### config.mk
export PLATFORM = sky130hd
export DESIGN_NAME = beverage_dispenser
export DESIGN_NICKNAME = d
export VERILOG_FILES = /design/src/rtl/beverage_dispenser.sv
export SDC_FILE = /design/constraint.sdc
export NUM_CORES = 1
export LEC_CHECK = 0
export CAP_MARGIN = 10
export CORE_MARGIN = 2
export CORE_UTILIZATION = 42
export CTS_CLUSTER_DIAMETER = 100
export DETAILED_ROUTE_END_ITERATION = 12
export RECOVER_POWER = 50
export SYNTH_ARGS = -nofsm -noshare
export SYNTH_HDL_FRONTEND = slang
export SYNTH_SLANG_ARGS = --single-unit
### constraint.sdc
create_clock -name clock -period 7.3 [get_ports clock]
set_input_delay 1.46 -clock clock [delete_from_list [all_inputs] [get_ports clock]]
set_output_delay 1.46 -clock clock [all_outputs]
set_load 0.1 [all_outputs]
### src/rtl/beverage_dispenser.sv
// Coin-operated beverage dispenser: synchronised coin/confirm inputs, credit, price check, timed ingredient sequencing.
// Optional refund path enabled by defining BEVERAGE_DISPENSER_CANCEL_EN.
module beverage_dispenser #(
  parameter int N_PRODUCTS = 8,
  parameter int N_INGR     = 5,
  parameter int CREDIT_W   = 6,
  parameter int DUR_W      = 3,
  parameter int TICK_DIV   = 50_000_000,
  parameter logic [N_PRODUCTS*CREDIT_W-1:0]     PRICE_TABLE = {N_PRODUCTS{CREDIT_W'(3)}},
  parameter logic [N_PRODUCTS*N_INGR*DUR_W-1:0] RECIPE      = {(N_PRODUCTS*N_INGR){DUR_W'(1)}},
  localparam int SEL_W = $clog2(N_PRODUCTS)
) (
  input  logic                clock,
  input  logic                reset,
  input  logic                coin_100,
  input  logic                coin_500,
  input  logic [SEL_W-1:0]    product_sel,
  input  logic                confirm,
  input  logic                cancel,
  output logic [CREDIT_W-1:0] credit,
  output logic [CREDIT_W-1:0] change,
  output logic [N_INGR-1:0]   ingr_en,
  output logic                busy,
  output logic                finished,
  output logic                error,
  output logic                coin_reject
);

  // state    | meaning
  // IDLE     | accepting coins, confirm and cancel
  // CHECK    | compare credit against price of latched product
  // DISPENSE | walk ingredients, one timed step each
  // DONE     | drink ready; next coin/confirm/cancel is handled as in IDLE
  typedef enum logic [1:0] {S_IDLE, S_CHECK, S_DISPENSE, S_DONE} state_t;

  localparam int STEP_W = (N_INGR > 1) ? $clog2(N_INGR) : 1;
  localparam int TICK_W = (TICK_DIV > 1) ? $clog2(TICK_DIV) : 1;
  localparam logic [STEP_W-1:0] LAST_STEP = STEP_W'(N_INGR - 1);
  localparam logic [TICK_W-1:0] TICK_LOAD = TICK_W'(TICK_DIV - 1);

  state_t state, state_d;
  logic [CREDIT_W-1:0] credit_d, change_d;
  logic [SEL_W-1:0]    sel_q, sel_d;
  logic [STEP_W-1:0]   step, step_d;
  logic [TICK_W-1:0]   tick_cnt, tick_d;
  logic [DUR_W-1:0]    dur_cnt, dur_d, cur_dur;
  logic                error_d, reject_d;
  logic [CREDIT_W:0]   sum;

  logic [2:0] c100_q, c500_q, conf_q;
  logic       c100_ev, c500_ev, conf_ev, cancel_ev;

  function automatic logic [CREDIT_W-1:0] price_of(input logic [SEL_W-1:0] p);
    int idx;
    idx = (int'(p) < N_PRODUCTS) ? int'(p) : 0;
    return PRICE_TABLE[idx*CREDIT_W +: CREDIT_W];
  endfunction

  function automatic logic [DUR_W-1:0] dur_of(input logic [SEL_W-1:0] p, input logic [STEP_W-1:0] s);
    int idx;
    idx = ((int'(p) < N_PRODUCTS) ? int'(p) : 0) * N_INGR + ((int'(s) < N_INGR) ? int'(s) : 0);
    return RECIPE[idx*DUR_W +: DUR_W];
  endfunction

  function automatic logic [CREDIT_W:0] add_coin(input logic [CREDIT_W-1:0] c, input int v);
    return {1'b0, c} + (CREDIT_W+1)'(v);
  endfunction

  // Two sync flops plus a history flop; event is high in the cycle before the third edge.
  always_ff @(posedge clock or posedge reset) begin
    if (reset) begin
      c100_q <= '0;
      c500_q <= '0;
      conf_q <= '0;
    end else begin
      c100_q <= {c100_q[1:0], coin_100};
      c500_q <= {c500_q[1:0], coin_500};
      conf_q <= {conf_q[1:0], confirm};
    end
  end

  assign c100_ev = c100_q[1] & ~c100_q[2];
  assign c500_ev = c500_q[1] & ~c500_q[2];
  assign conf_ev = conf_q[1] & ~conf_q[2];

`ifdef BEVERAGE_DISPENSER_CANCEL_EN
  logic [2:0] cancel_q;
  always_ff @(posedge clock or posedge reset) begin
    if (reset) cancel_q <= '0;
    else       cancel_q <= {cancel_q[1:0], cancel};
  end
  assign cancel_ev = cancel_q[1] & ~cancel_q[2];
`else
  logic unused_cancel;
  assign unused_cancel = cancel;
  assign cancel_ev     = 1'b0;
`endif

  always_ff @(posedge clock or posedge reset) begin
    if (reset) begin
      state       <= S_IDLE;
      credit      <= '0;
      change      <= '0;
      sel_q       <= '0;
      step        <= '0;
      tick_cnt    <= '0;
      dur_cnt     <= '0;
      error       <= 1'b0;
      coin_reject <= 1'b0;
    end else begin
      state       <= state_d;
      credit      <= credit_d;
      change      <= change_d;
      sel_q       <= sel_d;
      step        <= step_d;
      tick_cnt    <= tick_d;
      dur_cnt     <= dur_d;
      error       <= error_d;
      coin_reject <= reject_d;
    end
  end

  assign cur_dur = dur_of(sel_q, step);

  always_comb begin
    state_d  = state;
    credit_d = credit;
    change_d = change;
    sel_d    = sel_q;
    step_d   = step;
    tick_d   = tick_cnt;
    dur_d    = dur_cnt;
    error_d  = 1'b0;
    reject_d = 1'b0;
    sum      = '0;
    case (state)
      S_IDLE, S_DONE: begin
        if (c100_ev) begin
          sum = add_coin(credit_d, 1);
          if (sum[CREDIT_W]) reject_d = 1'b1;
          else begin
            credit_d = sum[CREDIT_W-1:0];
            change_d = '0;
          end
        end
        if (c500_ev) begin
          sum = add_coin(credit_d, 5);
          if (sum[CREDIT_W]) reject_d = 1'b1;
          else begin
            credit_d = sum[CREDIT_W-1:0];
            change_d = '0;
          end
        end
        if (c100_ev || c500_ev || conf_ev || cancel_ev) state_d = S_IDLE;
        // Refund wins over a simultaneous purchase request.
        if (cancel_ev) begin
          change_d = credit_d;
          credit_d = '0;
        end else if (conf_ev) begin
          sel_d   = product_sel;
          state_d = S_CHECK;
        end
      end
      S_CHECK: begin
        reject_d = c100_ev | c500_ev;
        if (int'(sel_q) >= N_PRODUCTS || credit < price_of(sel_q)) begin
          error_d = 1'b1;
          state_d = S_IDLE;
        end else begin
          change_d = credit - price_of(sel_q);
          credit_d = '0;
          step_d   = '0;
          tick_d   = TICK_LOAD;
          dur_d    = dur_of(sel_q, '0) - 1'b1;
          state_d  = S_DISPENSE;
        end
      end
      S_DISPENSE: begin
        reject_d = c100_ev | c500_ev;
        if (cur_dur == '0 || (tick_cnt == '0 && dur_cnt == '0)) begin
          if (step == LAST_STEP) state_d = S_DONE;
          else begin
            step_d = step + 1'b1;
            tick_d = TICK_LOAD;
            dur_d  = dur_of(sel_q, step + 1'b1) - 1'b1;
          end
        end else if (tick_cnt == '0) begin
          tick_d = TICK_LOAD;
          dur_d  = dur_cnt - 1'b1;
        end else begin
          tick_d = tick_cnt - 1'b1;
        end
      end
      default: state_d = S_IDLE;
    endcase
  end

  // Decoded from async-reset state so a reset drops the valves immediately.
  always_comb begin
    ingr_en = '0;
    if (state == S_DISPENSE && cur_dur != '0) ingr_en = N_INGR'(1) << step;
  end

  assign busy     = (state == S_CHECK) || (state == S_DISPENSE);
  assign finished = (state == S_DONE);

endmodule

After elaboration in Yosys (flattened, before gate mapping) --
Cells that the tools add are included.
Storage, ports and cells: flip-flop bits (word level) 60, bits of input ports 9, output and inout port bits 21, word-level logic and storage cells 117
Cells by class: add/subtract/negate cells 10, multipliers 5, order comparisons 3, equal/unequal tests 11, shift operators 5, multiplexer cells 43, bitwise gates (word level) 7, reductions and logical operators 21
Operator list (number):
- $shiftx A120 B32 Y3 const A | 2
- $shiftx A120 B10 Y3 const A | 1
- $mux W26 | 4
- $mux W6 | 11
- $mul A32 B3 Y32 const B | 2
- $pmux W26 S2 | 1
- $shiftx A48 B7 Y6 const A | 1
- $add A32 B4 Y32 | 1
- $mux W3 | 9
- $logic_not A26 Y1 | 1
- $sub A26 B1 Y26 const B | 1
- $pmux W6 S2 | 2
- $pmux W3 S2 | 2
- $mux W2 | 5
- $mul A7 B2 Y9 const B | 1
- $ne A3 B3 Y1 const B | 3
- $sub A3 B1 Y3 const B | 3
- $ne A2 B2 Y1 const B | 4
- $reduce_and A4 Y1 | 2
- $add A6 B1 Y7 const B | 1
- $add A6 B3 Y7 | 1
- $add A6 B3 Y7 const B | 1
- $logic_not A3 Y1 | 2
- $lt A3 B3 Y1 const B | 2
- other kinds (24) | 42

Depth between registers and ports, before layout --
Gate-level depths: netlist of run 1.
depth after elaboration 10, depth in mapped cells 22, gate-level depth less buffers 21

Worst setup path after synthesis of run 1 --
Ideal clock, no wire load.
path kind reg2out, start point register sel_q[0], end point output ingr_en[0], arrival 5.990 ns, setup slack -0.150 ns, cell stages (with the launch flop) 16, cells stage by stage dfrtp_1 -> ha_1 -> ha_1 -> inv_1 -> ha_1 -> ha_1 -> and2_1 -> xor2_1 -> ha_1 -> ha_1 -> nor2b_1 -> a221o_1 -> or3_1 -> nor4_1 -> o21ai_1 -> nor3b_1
Between the ends: word-level cells in the longest chain between the ends 7
RTL lines:
- start: declaration | RTL line 43 | logic [SEL_W-1:0] sel_q, sel_d;
- start signal: assignment | RTL line 114 | sel_q <= sel_d;
- $mul A3 B3 Y6 | RTL line 61 | idx = ((int'(p) < N_PRODUCTS) ? int'(p) : 0) * N_INGR + ((int'(s) < N_INGR) ? int'(s) : 0);
- $add A32 B4 Y32 | RTL line 61
- $mul A32 B3 Y32 | RTL line 62 | return RECIPE[idx*DUR_W +: DUR_W];
- $shiftx A120 B32 Y3 | RTL line 62
- $reduce_bool A3 Y1 | RTL line 201 | if (state == S_DISPENSE && cur_dur != '0) ingr_en = N_INGR'(1) << step;
- $logic_and A1 B1 Y1 | RTL line 201
- $mux W5 | RTL line 201
- end: declaration | RTL line 22 | output logic [N_INGR-1:0] ingr_en,
No other way between the ends.

Final worst setup path of run 1 --
Ends and elaborated chain as after synthesis.

==> run_results.csv, run 1 <==
group,metric,value,unit
logic_synthesis,syn_inst,559,
placed_design,portBuffers,28,
setup_path,r2r-start,"sel_q[0]$_DFFE_PP0P_",
outcome,status,"complete, but fails checks",
setup_path,cp.depth,16,
timing,rsz0062_at_grt,"false",
placed_design,place_ws,0.901,ns
global_routing,grt_pass1_vias,4042,
global_routing,grt_max_degree,61,
timing,fin_ws,0.588,ns
floorplan,io_pins,30,
setup_path,rr_endpoint,"dur_cnt[2]$_DFFE_PP0P_",
floorplan,die_x,111,um
logic_synthesis,synth_top_area_cell,"dfrtp_1",
outcome,violations,"max-capacitance violations, max-slew violations",
timing,worstMarginPinSlew,3.29,ns
run,maxCapViolCount,1,
setup_path,critical_path.max_fanout,9,
timing,clock_skew,0.00539,ns
clock_tree,root_buffer,"clkbuf_16",
finish,fin_nets,641,
logic_synthesis,synth_top_area_share,0.313,
timing,period_needed,6.71,ns
setup_path,crit_path_end_kind,"output port",
floorplan,start_util,0.425,
global_routing,grtUsageTotal,0.187,
timing,slew_headroom,-1.20,
logic_synthesis,syn_nets,619,
timing,finalSetupViolations,0,
clock_tree,htreeDepth,3,
routing,drt-wirelength-per-cell,15.3,um
routing,drt_iter0_drc,296,
global_routing,antenna_found_initial,0,
placed_design,gp_congestion,0.856,
logic_synthesis,synth_area_leaders,"dfrtp_1, ha_1, o21ai_0, nor2_1, inv_1",
clock_tree,numCtsBuffers,9,
setup_path,crit_arrival,5.25,ns
routing,vias,4210,
clock_tree,hold_buffers,0,
setup_path,path_cells,"ha_1 -> ha_1 -> inv_1 -> ha_1 -> ha_1 -> and2_1 -> xor2_1 -> ha_1 -> ha_1 -> nor2b_1 -> a221o_1 -> or3_1 -> nor4_1 -> o21ai_1 -> nor3b_1 -> buf_4",
setup_path,critPathLaunchType,"register",
floorplan,die_area,0.0123,mm^2
routing,ant_nets,0,
clock_tree,cts_resized,0,
clock_tree,clkTransAtPathRegs,0.05,ns
timing,hold_viol,0,
timing,min_period_over_period,0.919,
global_routing,gr-total-overflow,0,
finish,fillers,1115,
routing,drc,0,
finish,seq_area,0.00150,mm^2
setup_path,crit_family,"adder cells",
setup_path,endpoint,"ingr_en[0]",
logic_synthesis,syn_area_per_cell,8.57,um^2
finish,drive_above_1_share,0.0666,
setup_path,worst_path_most_repeated_cell,"ha_1",
setup_path,ff2ff_setup_slack,1.65,ns
setup_path,crit_path_max_incr_delay,0.52,ns
min_path,hp-class,"reg -> reg",
clock_tree,clock_path_buffers,2,
finish,final_area,0.00546,mm^2
placed_design,place_hpwl,7970,um
placed_design,placed_area,0.00518,mm^2
routing,viasPerCell,5.78,
finish,syn2layout_area_growth,13.8,%
timing,fmax,149,MHz
global_routing,grt_pass1_wl,19300,um
timing,finalSetupTns,0,ns
logic_synthesis,yosys_warnings,0,
logic_synthesis,synth_common_cells,"dfrtp_1, ha_1, nor2_1, o21ai_0, inv_1",
timing,slew_violations,61,
logic_synthesis,ys.flop_type,"dfrtp_1",
logic_synthesis,synth_edf_count,0,
routing,routed_wl,11200,um
setup_path,cpMaxStageDelayCell,"dfrtp_1",
floorplan,rows,39,
clock_tree,clock_sinks,60,
setup_path,startpoint,"sel_q[0]$_DFFE_PP0P_",
floorplan,die_y,111,um
floorplan,coreArea,0.0113,mm^2
logic_synthesis,ys_ff_latch,60,
clock_tree,clk-insertion-delay-late,0.32,ns
logic_synthesis,synthArstFlopShare,1.00,
logic_synthesis,syn_area,0.00479,mm^2
routing,first_pass_iters,5,
setup_path,crit_buf_inv,2,
finish,fin_util,0.484,
clock_tree,post_cts_buffers,0,
setup_path,critical_path_required,5.84,ns
logic_synthesis,synth.most_common_cell,"dfrtp_1",
clock_tree,tritoncts,"built",
finish,num_antenna_cells,0,
setup_path,crit_type,"reg -> out",
finish,multi_input_area,0.00305,mm^2
logic_synthesis,synth_cell_types,66,
setup_path,r2r_cells,20,
logic_synthesis,ys_seq_area_frac,0.313,
## flip-flops by register name (all words and copies together) (netlist names)
register	cells
tick_cnt	26
change	6
credit	6
c100_q	3
c500_q	3
conf_q	3
dur_cnt	3
sel_q	3
step	3
state	2
coin_reject	1
error	1
## worst min path at each step
| stage | start | end | slack, ns | depth (start not counted) |
|---|---|---|---|---|
| 6_report | c100_q[0]$_DFF_PP0_ | c100_q[1]$_DFF_PP0_ | 0.35 | 0 |
| 3_3_place_gp | c100_q[0]$_DFF_PP0_ | c100_q[1]$_DFF_PP0_ | 0.33 | 0 |
| 5_1_grt | c100_q[0]$_DFF_PP0_ | c100_q[1]$_DFF_PP0_ | 0.36 | 0 |
| 4_1_cts | c100_q[0]$_DFF_PP0_ | c100_q[1]$_DFF_PP0_ | 0.35 | 0 |
| 2_1_floorplan | c100_q[0]$_DFF_PP0_ | c100_q[1]$_DFF_PP0_ | 0.33 | 0 |
| 3_5_place_dp | c100_q[0]$_DFF_PP0_ | c100_q[1]$_DFF_PP0_ | 0.34 | 0 |
## cell usage in the layout, fill, tap and decap left out, drive strengths merged, types with 13 or more instances in the layout
master         Yosys  final
a21oi             27     27
clkbuf            15     16
clkdlybuf4s50      0     19
dfrtp             60     60
ha                47     47
inv               43     42
nand2             39     39
nand3             18     18
nor2              47     47
nor3              28     28
o21ai             55     55
xnor2             13     13
## metal layers
layer / up-vias / track usage / part of all wire
li1: 2079 / - / -
met1: 2039 / 0.261 / 0.49
met2: 82 / 0.309 / 0.47
met3: 10 / 0.0262 / 0.030
met4: 0 / 0.0458 / 0.0099
met5: - / 0 / 0
## metrics by stage
stage               std cells  hold slack (ns)
global placement          713            0.332
finish                    729            0.345
floorplan                 559            0.331
CTS                       729            0.348
global route              729            0.359
detailed placement        713            0.337
## area by class of cell
class                   count  area share
well taps                 143      0.0328
inverters                  43      0.0296
clock inverters             1    0.000917
flip-flops and latches     60       0.275
multi-input cells         437       0.559
clock buffers              15      0.0509
repair buffers             30      0.0511
## logic make-up after synthesis
| logic type | Yosys count | synth area share |
|---|---|---|
| muxes | 22 | 0.0486 |
| and+or+nand+nor | 196 | 0.212 |
| buffers and inverters | 62 | 0.0501 |
| xor gates and xnor gates | 20 | 0.0365 |
| DFF | 60 | 0.313 |
| adders and majority gates | 51 | 0.139 |
| AOI/OAI and AO/OA | 148 | 0.200 |
Power of run 1 is left out: the tool's default activity adds up to more than one toggle a clock period on the data nets, which glitch-free logic cannot reach.
==> run 2, diff against run 1 <==
--- a/config.mk
+++ b/config.mk
@@ -5,11 +5,13 @@
 export SDC_FILE = /design/constraint.sdc
 export NUM_CORES = 1
 export LEC_CHECK = 0
-export CAP_MARGIN = 10
+export ABC_AREA = 0
+export CAP_MARGIN = 20
 export CORE_MARGIN = 2
 export CORE_UTILIZATION = 42
 export CTS_CLUSTER_DIAMETER = 100
 export DETAILED_ROUTE_END_ITERATION = 12
+export DONT_BUFFER_PORTS = 1
 export RECOVER_POWER = 50
 export SYNTH_ARGS = -nofsm -noshare
 export SYNTH_HDL_FRONTEND = slang
==> run 2 against run 1 <==
  * Sequential share of layout area up 0.17 points
  * Global-route usage shrank 0.58 points
  * Maximum frequency shrank 0.28%
  * First-iteration DRC count increased by 12%
  * Critical path depth did not move
  * Design area is 0.62% lower
  * The run still ends with max-capacitance violations, max-slew violations left
  * Critical endpoint unchanged
  * Clock skew decreased by 0.00078 ns
  * Via count shrank 2.0%
==> run_results.csv, run 2 (synthesis gave the netlist of run 1 again) <==
group,metric,value,unit
outcome,status,"complete, but fails checks",
outcome,violations,"max-capacitance violations, max-slew violations",
global_routing,grt_max_degree,61,
floorplan,rows,39,
routing,viasPerCell,5.80,
routing,ant_nets,0,
setup_path,cpMaxStageDelayCell,"dfrtp_1",
global_routing,grtUsageTotal,0.182,
finish,largest_register_ffs,26,
setup_path,worst_path_most_repeated_cell,"ha_1",
timing,slew_violations,61,
routing,drt_iter0_drc,331,
routing,routed_wl,10800,um
timing,fin_ws,0.569,ns
timing,rsz0062_at_grt,"false",
timing,hold_viol,0,
run,maxCapViolCount,1,
finish,seq_area,0.00150,mm^2
placed_design,place_hpwl,7870,um
finish,syn2layout_area_growth,13.1,%
finish,drive_above_1_share,0.0880,
clock_tree,clock_path_buffers,2,
floorplan,die_area,0.0123,mm^2
timing,clock_skew,0.00461,ns
finish,num_antenna_cells,0,
setup_path,crit_type,"reg -> out",
timing,slew_headroom,-1.15,
floorplan,start_util,0.425,
timing,min_period_over_period,0.922,
timing,fmax,149,MHz
finish,fin_nets,623,
global_routing,grt_pass1_wl,19000,um
setup_path,path_cells,"ha_1 -> ha_1 -> inv_1 -> ha_1 -> ha_1 -> and2_1 -> xor2_1 -> ha_1 -> ha_1 -> nor2b_1 -> a221o_1 -> or3_1 -> nor4_1 -> o21ai_1 -> nor3b_2 -> buf_16",
global_routing,grt_pass1_vias,4021,
clock_tree,tritoncts,"built",
min_path,hp-class,"reg -> reg",
finish,fillers,1035,
setup_path,critPathLaunchType,"register",
clock_tree,numCtsBuffers,9,
global_routing,gr-total-overflow,0,
placed_design,gp_congestion,0.834,
floorplan,die_x,111,um
clock_tree,htreeDepth,3,
floorplan,coreArea,0.0113,mm^2
finish,final_common_cell,"dfrtp_1",
clock_tree,clock_sinks,60,
timing,finalSetupViolations,0,
routing,drt-wirelength-per-cell,15.2,um
floorplan,die_y,111,um
global_routing,grt_busiest_layer,"met2",
routing,vias,4124,
finish,layout_common_cells,"dfrtp_1, o21ai_0, ha_1",
clock_tree,clk-insertion-delay-late,0.32,ns
finish,multi_input_area,0.00307,mm^2
clock_tree,cts_resized,0,
placed_design,place_ws,0.904,ns
floorplan,io_pins,30,
setup_path,crit_arrival,5.27,ns
setup_path,crit_path_max_incr_delay,0.52,ns
global_routing,grt_use_met3,0.0241,
clock_tree,hold_buffers,0,
finish,reg_top3,"tick_cnt x26, change x6, credit x6",
setup_path,critical_path_required,5.84,ns
clock_tree,clkTransAtPathRegs,0.05,ns
global_routing,antenna_found_initial,0,
global_routing,use_met2,0.294,
clock_tree,root_buffer,"clkbuf_16",
global_routing,met1_usage,0.255,
routing,drc,0,
finish,fin_util,0.481,
finish,regMostFlops,"tick_cnt",
setup_path,critical_path.max_fanout,9,
timing,period_needed,6.73,ns
placed_design,portBuffers,0,
timing,worstMarginPinSlew,3.22,ns
routing,first_pass_iters,5,
clock_tree,post_cts_buffers,0,
setup_path,crit_path_end_kind,"output port",
-- run 2: changes by cell type in the layout (fill, tap and decap cells not counted), moves of 2 or more --
cell             change
clkbuf_8             -2
bufinv_16            +4
nor3b_1              -3
buf_4                +2
clkbuf_16            +2
dlygate4sd3_1        -4
nor2_2               +2
nor2_1               -2
nor3b_2              +3
clkdlybuf4s50_1     -19
-- run 2: area by class of cell --
cell class / count / area share
multi-input combinational: 437 / 0.567
inverter: 43 / 0.0298
tap: 143 / 0.0330
clock buffer: 12 / 0.0455
sequential: 60 / 0.277
clock inverter: 4 / 0.0222
timing repair buffer: 12 / 0.0261
-- run 2: through the flow --
| step | setup TNS (ns) | hold WS [ns] | instances | cell area [um^2] |
|---|---|---|---|---|
| final | 0 | 0.346 | 711 | 5420 |
| after global routing | 0 | 0.354 | 711 | 5420 |
| after detailed placement | 0 | 0.336 | 695 | 5060 |
| after floorplan | -0.450 | 0.331 | 559 | 4790 |
| after global placement | 0 | 0.333 | 695 | 5060 |
| after CTS | 0 | 0.348 | 711 | 5430 |
-- run 2: final timing paths --
check	start	end	depth (start not counted)	slack (ns)
max	sel_q[0]$_DFFE_PP0P_	ingr_en[0]	16	0.57
min	c500_q[0]$_DFF_PP0_	c500_q[1]$_DFF_PP0_	0	0.35
max reg2reg	sel_q[0]$_DFFE_PP0P_	dur_cnt[2]$_DFFE_PP0P_	20	1.56
min reg2reg	c500_q[0]$_DFF_PP0_	c500_q[1]$_DFF_PP0_	0	0.35
max in group asynchronous	reset	sel_q[1]$_DFFE_PP0P_	2	3.20
min in group asynchronous	reset	tick_cnt[13]$_DFFE_PP0P_	2	2.26
-- run 2: critical path: cells and delay by family, from the launching register on --
family,cells,cell delay [ns]
flops,1,0.52
xor+xnor,1,0.29
fa+ha+maj,6,1.68
buf+inv,2,0.29
compound gates,2,0.68
simple gates,5,1.49
-- run 2: layer usage --
layer / wire (um) / part of all wire
met5: 0 / 0
met4: 138 / 0.013
met3: 353 / 0.033
met2: 4980 / 0.46
met1: 5350 / 0.49
Power of run 2 is left out for the same reason.
